**src/rtl/bcm_scan_sequencer.sv**
```systemverilog
// Binary-code-modulation scan sequencer for an LED matrix.
// Drives the panel row address, latch and output-enable, commands the column
// shifter one row/plane ahead so shifting overlaps display, and starts the
// downstream timeout counter with the display period of each bit plane.
//
// state   | meaning
// --------+-----------------------------------------------------------------
// IDLE    | not running; enable launches a shift of the retained next address
// SHIFT   | first shift of a run in flight, display dark
// BLANK   | one dark cycle between planes (ghost guard)
// LATCH   | latch pulse, address copied to panel, timeout started
// DISPLAY | panel lit until timeout expires
// WAIT    | period over but the next shift is still outstanding, display dark
module bcm_scan_sequencer #(
  parameter int ROW_WIDTH     = 4,
  parameter int PLANES        = 8,
  parameter int PLANE_WIDTH   = 3,
  parameter int COUNTER_WIDTH = 12,
  parameter int BASE_TIME     = 8
) (
  input  logic                     i_clk_in,
  input  logic                     i_reset,
  input  logic                     i_enable,
  output logic                     o_shift_start,
  output logic [ROW_WIDTH-1:0]     o_shift_row,
  output logic [PLANE_WIDTH-1:0]   o_shift_plane,
  input  logic                     i_shift_done,
  output logic [ROW_WIDTH-1:0]     o_row_addr,
  output logic [PLANE_WIDTH-1:0]   o_bit_plane,
  output logic                     o_output_latch,
  output logic                     o_output_enable,
  output logic                     o_timeout_start,
  output logic [COUNTER_WIDTH-1:0] o_timeout_value,
  input  logic                     i_timeout_running,
  output logic                     o_frame_done
);

  localparam logic [PLANE_WIDTH-1:0]   LP_LAST_PLANE = PLANE_WIDTH'(PLANES - 1);
  localparam logic [COUNTER_WIDTH-1:0] LP_BASE       = COUNTER_WIDTH'(BASE_TIME);

  typedef enum logic [2:0] {
    S_IDLE    = 3'd0,
    S_SHIFT   = 3'd1,
    S_BLANK   = 3'd2,
    S_LATCH   = 3'd3,
    S_DISPLAY = 3'd4,
    S_WAIT    = 3'd5
  } state_t;

  state_t r_state;
  logic   r_shift_pend;   // a shift_start has been issued, its shift_done not yet seen
  logic   r_shift_rcvd;   // shift_done for the upcoming plane already arrived
  logic   r_first_disp;   // first DISPLAY cycle, timeout_running not yet valid

  logic                     w_done_cnt;
  logic                     w_last_plane;
  logic                     w_last_row;
  logic [ROW_WIDTH-1:0]     w_next_row;
  logic [PLANE_WIDTH-1:0]   w_next_plane;
  logic [COUNTER_WIDTH-1:0] w_period;

  // shift_done only matters while a shift is outstanding
  assign w_done_cnt   = r_shift_pend & i_shift_done;
  assign w_last_plane = (o_shift_plane == LP_LAST_PLANE);
  assign w_last_row   = &o_shift_row;
  assign w_next_plane = w_last_plane ? '0 : o_shift_plane + PLANE_WIDTH'(1);
  assign w_next_row   = w_last_plane ? o_shift_row + ROW_WIDTH'(1) : o_shift_row;
  assign w_period     = LP_BASE << o_shift_plane;

  // sequencer FSM with all outputs registered
  always_ff @(posedge i_clk_in or posedge i_reset) begin
    if (i_reset) begin
      r_state         <= S_IDLE;
      r_shift_pend    <= 1'b0;
      r_shift_rcvd    <= 1'b0;
      r_first_disp    <= 1'b0;
      o_shift_start   <= 1'b0;
      o_shift_row     <= '0;
      o_shift_plane   <= '0;
      o_row_addr      <= '0;
      o_bit_plane     <= '0;
      o_output_latch  <= 1'b0;
      o_output_enable <= 1'b0;
      o_timeout_start <= 1'b0;
      o_timeout_value <= '0;
      o_frame_done    <= 1'b0;
    end else begin
      o_shift_start   <= 1'b0;
      o_output_latch  <= 1'b0;
      o_timeout_start <= 1'b0;
      o_frame_done    <= 1'b0;

      if (w_done_cnt) begin
        r_shift_pend <= 1'b0;
        r_shift_rcvd <= 1'b1;
      end

      case (r_state)
        S_IDLE: begin
          o_output_enable <= 1'b0;
          if (i_enable) begin
            // restart from the retained address without advancing it
            o_shift_start <= 1'b1;
            r_shift_pend  <= 1'b1;
            r_shift_rcvd  <= 1'b0;
            r_state       <= S_SHIFT;
          end
        end

        S_SHIFT: begin
          if (w_done_cnt) r_state <= S_BLANK;
        end

        S_BLANK: begin
          o_output_latch  <= 1'b1;
          o_row_addr      <= o_shift_row;
          o_bit_plane     <= o_shift_plane;
          o_timeout_value <= w_period;
          o_timeout_start <= 1'b1;
          o_frame_done    <= w_last_row & w_last_plane;
          r_shift_rcvd    <= 1'b0;
          r_state         <= S_LATCH;
        end

        S_LATCH: begin
          o_output_enable <= 1'b1;
          r_first_disp    <= 1'b1;
          if (i_enable) begin
            o_shift_start <= 1'b1;
            o_shift_row   <= w_next_row;
            o_shift_plane <= w_next_plane;
            r_shift_pend  <= 1'b1;
            r_shift_rcvd  <= 1'b0;
          end
          r_state <= S_DISPLAY;
        end

        S_DISPLAY: begin
          r_first_disp <= 1'b0;
          if (!r_first_disp && !i_timeout_running) begin
            o_output_enable <= 1'b0;
            if (r_shift_rcvd || w_done_cnt) r_state <= S_BLANK;
            else if (!r_shift_pend)         r_state <= S_IDLE;
            else                            r_state <= S_WAIT;
          end
        end

        S_WAIT: begin
          if (w_done_cnt) r_state <= S_BLANK;
        end

        default: begin
          o_output_enable <= 1'b0;
          r_state         <= S_IDLE;
        end
      endcase
    end
  end

endmodule

```
**config.mk**
```make
export PLATFORM = sky130hd
export DESIGN_NAME = bcm_scan_sequencer
export DESIGN_NICKNAME = d
export VERILOG_FILES = /design/src/rtl/bcm_scan_sequencer.sv
export SDC_FILE = /design/constraint.sdc
export NUM_CORES = 1
export LEC_CHECK = 0
export ABC_CLOCK_PERIOD_IN_PS = 1600
export CORE_MARGIN = 3
export CORE_UTILIZATION = 46
export CTS_BUF_LIST = sky130_fd_sc_hd__clkbuf_4 sky130_fd_sc_hd__clkbuf_8
export CTS_CLUSTER_DIAMETER = 150
export DETAILED_ROUTE_END_ITERATION = 8
export PLACE_DENSITY = 0.8
export SYNTH_ARGS = -nofsm -noshare
export SYNTH_HDL_FRONTEND = slang
export SYNTH_SLANG_ARGS = --single-unit
```
**constraint.sdc**
```tcl
create_clock -name i_clk_in -period 1.6 [get_ports i_clk_in]
set_clock_uncertainty 0.15 [all_clocks]
set_input_delay 0.32 -clock i_clk_in [delete_from_list [all_inputs] [get_ports i_clk_in]]
set_output_delay 0.32 -clock i_clk_in [all_outputs]
set_load 0.005 [all_outputs]
```
==> run metrics <==
Via density=4.99; vias in the first global route=1147; Synth Instances=137; Worst Hold Class=in2async; Die Width=63.6 um; final WL=3140 um; adder-cell share of the synthesized area=5.75%; CP delay by family, top=flip-flops; Final min period=1.67 ns; Inst Count DP=217; nets@finish=206; largest family of logic cells by synthesized area=simple AND/OR/NAND/NOR gates; Initial DRC Count=39; Crit-path slowest cell=dfrtp_1; Yosys top cell by area=dfrtp_1; M1 GR Usage=18.5%; syn avg cell area=11.1 um2; io pins=36; CP endpoint kind=flop; largest net degree at the start of global routing=33; clock latency on the worst-skew pair=0.33 ns; post-route cell area=0.00215 mm2; Final Non-Filler Cells=239; top_reg_cell synth=dfrtp_1; CTS tree=yes; Max clock buf depth=2; Synth top area share=52.5%; final hold violation count=0; vias=1192; Final Util=69.3%; P_sw=960 uW; Root Buffer=clkbuf_4; combinational share of power=40.7%; wire per inst=13.2 um; CP max FO=2; layout cells sized above 1=27.7%; Sw Ratio=32.9%; Initial Util=49.1%; top cells by area, synth=dfrtp_1 53%, mux2_4 5.9%, ha_1 5.7%; Final WS setup=-0.0711 ns; Post-DRT Antenna Nets=0; initial antenna violation count=0; GR peak layer=met2; Netlist cell types=36; Synth Area in Simple Gates=12.8%; Max Clk Rate=598 MHz; GR Util met3=6.24%; full die area=0.00404 mm2; gr ovfl total=0; maximum VDD drop=0.896 mV; CP Data Arrival Time=1.75 ns; CP Class=reg2reg; Req. time, crit path=1.68 ns; clock share of power=20.9%; count leader, synth=dfrtp_1; CP Buf/Inv Count=1; TritonCTS Buffers=5; FF+latch count, synth=32; GRT Resource Usage Total=16.8%; DP Wirelength=2090 um; Post-synth top cells=32 x dfrtp_1, 18 x nand2_1, 10 x inv_1, 8 x o21ai_1, 7 x ha_1; Flop pwr share=38.4%; post-synthesis sequential area ratio=52.5%; Reg clk slew, reported paths=0.10 ns; port bufs=31; hold buffers post-CTS=0; CTS Sinks=32; Synth Area in XOR/XNOR=1.72%; Max-Cap Viols=0; global-route wire length before repair=5280 um; First-pass DRT Iterations=4; leakage power=0.00116 uW; # rows=20; Post-synth EDFFs=0; final worst path period share=104%; H-tree Lvls=2; P_int=1960 uW; Mapped Area=0.00152 mm2; mux cell area share after synthesis=7.39%; Worst setup SP type=flop; failing checks=setup timing; post-synthesis compound-gate area fraction=10.8%; Max Slew Vio Count=0; met2 global-route usage=29.5%; Syn-to-layout area delta=41.1%; core area=0.00310 mm2; Pwr per Cell Area=1360 mW/mm2; DR DRC count=0; Setup-failing EPs final=1; CP peak stage delay=0.41 ns; cell chain of the critical path=buf_6 -> ha_4 -> ha_4 -> and4b_1 -> nand2_2 -> mux2_4; most frequent CP cell=ha_4; fraction of registers with async set/reset=100%; status=finished with violations; RSZ-0062 raised after global routing=true; Placement Cell Area=0.00194 mm2; Chip Height=63.6 um; GPL Wtd Cong=0.948; Ys Warns=0; diode count=0
-- path summary, 6_finish.rpt --
path,end,depth (start not counted),slack (ns),startpoint
hold / removal,o_timeout_value[5],3,0.17,i_reset
setup / recovery,o_shift_row[1],6,-0.07,o_shift_plane[0]
setup reg to reg,o_shift_row[1],6,-0.07,o_shift_plane[0]
max in group asynchronous,o_shift_plane[2],3,0.95,i_reset
min in group i_clk_in,o_bit_plane[2],2,0.34,o_bit_plane[2]
hold reg to reg,o_bit_plane[2],2,0.34,o_bit_plane[2]
-- cell families (layout without fill, tap and decap cells) --
family	Yosys count	in the layout
other	1	4
AOI/OAI and AO/OA	27	27
and+or+nand+nor	38	38
adders and majority gates	7	7
DFF	32	32
buffers and inverters	21	76
xor gates and xnor gates	3	3
muxes	8	8
-- layout by cell type (no fill, tap or decap), types with 4 or more instances in the layout --
| cell | count |
|---|---|
| dfrtp_1 | 31 |
| dlygate4sd2_1 | 25 |
| buf_4 | 22 |
| nand2_1 | 17 |
| inv_1 | 10 |
| o21ai_1 | 8 |
| mux2_4 | 7 |
| o21ai_0 | 6 |
| clkbuf_4 | 6 |
| ha_1 | 5 |
| conb_1 | 4 |
| clkdlybuf4s50_1 | 4 |
| buf_6 | 4 |
-- power by group through the flow --
stage | clock network [uW] | registers (uW) | logic (uW)
3_5_place_dp | 0 | 1150 | 1070
2_1_floorplan | 0 | 1150 | 611
4_1_cts | 620 | 1110 | 1120
6_report | 610 | 1120 | 1190
5_1_grt | 662 | 1150 | 1320
3_3_place_gp | 0 | 1140 | 1020
-- per-layer routing --
layer / share of wire, % / up-vias
met1: 40 / 573
met2: 53 / 38
met5: 0 / -
met4: 2.5 / 0
li1: - / 572
met3: 4.5 / 9
-- state kept, by name, summed over array words and instances, names as in the netlist --
name,count
o_bit_plane,3
o_frame_done,1
o_output_enable,1
o_row_addr,4
o_shift_plane,3
o_shift_row,4
o_shift_start,1
o_timeout_start,1
o_timeout_value,8
r_first_disp,1
r_shift_pend,1
r_shift_rcvd,1
r_state,3
-- timing repair --
item,CTS,global route
endpoints found under the setup margin,31,14
setup buffers,13,1
gates resized for setup,30,12
pin swaps,0,6
cloned,0,0
-- stage by stage --
stage	hold slack, ns	setup TNS, ns	setup WS (ns)	total power, uW
final	0.171	-0.0711	-0.0711	2920
after global routing	0.164	-0.397	-0.143	3130
after CTS	0.164	-0.0617	-0.0617	2850
after detailed placement	0.327	-0.839	-0.264	2220
after global placement	0.314	-0.483	-0.153	2160
after floorplan	0.286	-0.0422	-0.0422	1760
-- worst min-delay path: cells and delay by family --
family   cells  cell delay (ns)
buf+inv      3             0.69
-- area by class of cell --
type | instances | area (um2)
tap | 44 | 55.1
clock inverter | 2 | 35.0
timing repair buffer | 58 | 509
fill | 254 | 952
multi-input combinational | 87 | 667
clock buffer | 6 | 45.0
inverter | 10 | 37.5
sequential | 32 | 802
Note: power is estimated with default switching activity, not from simulation.
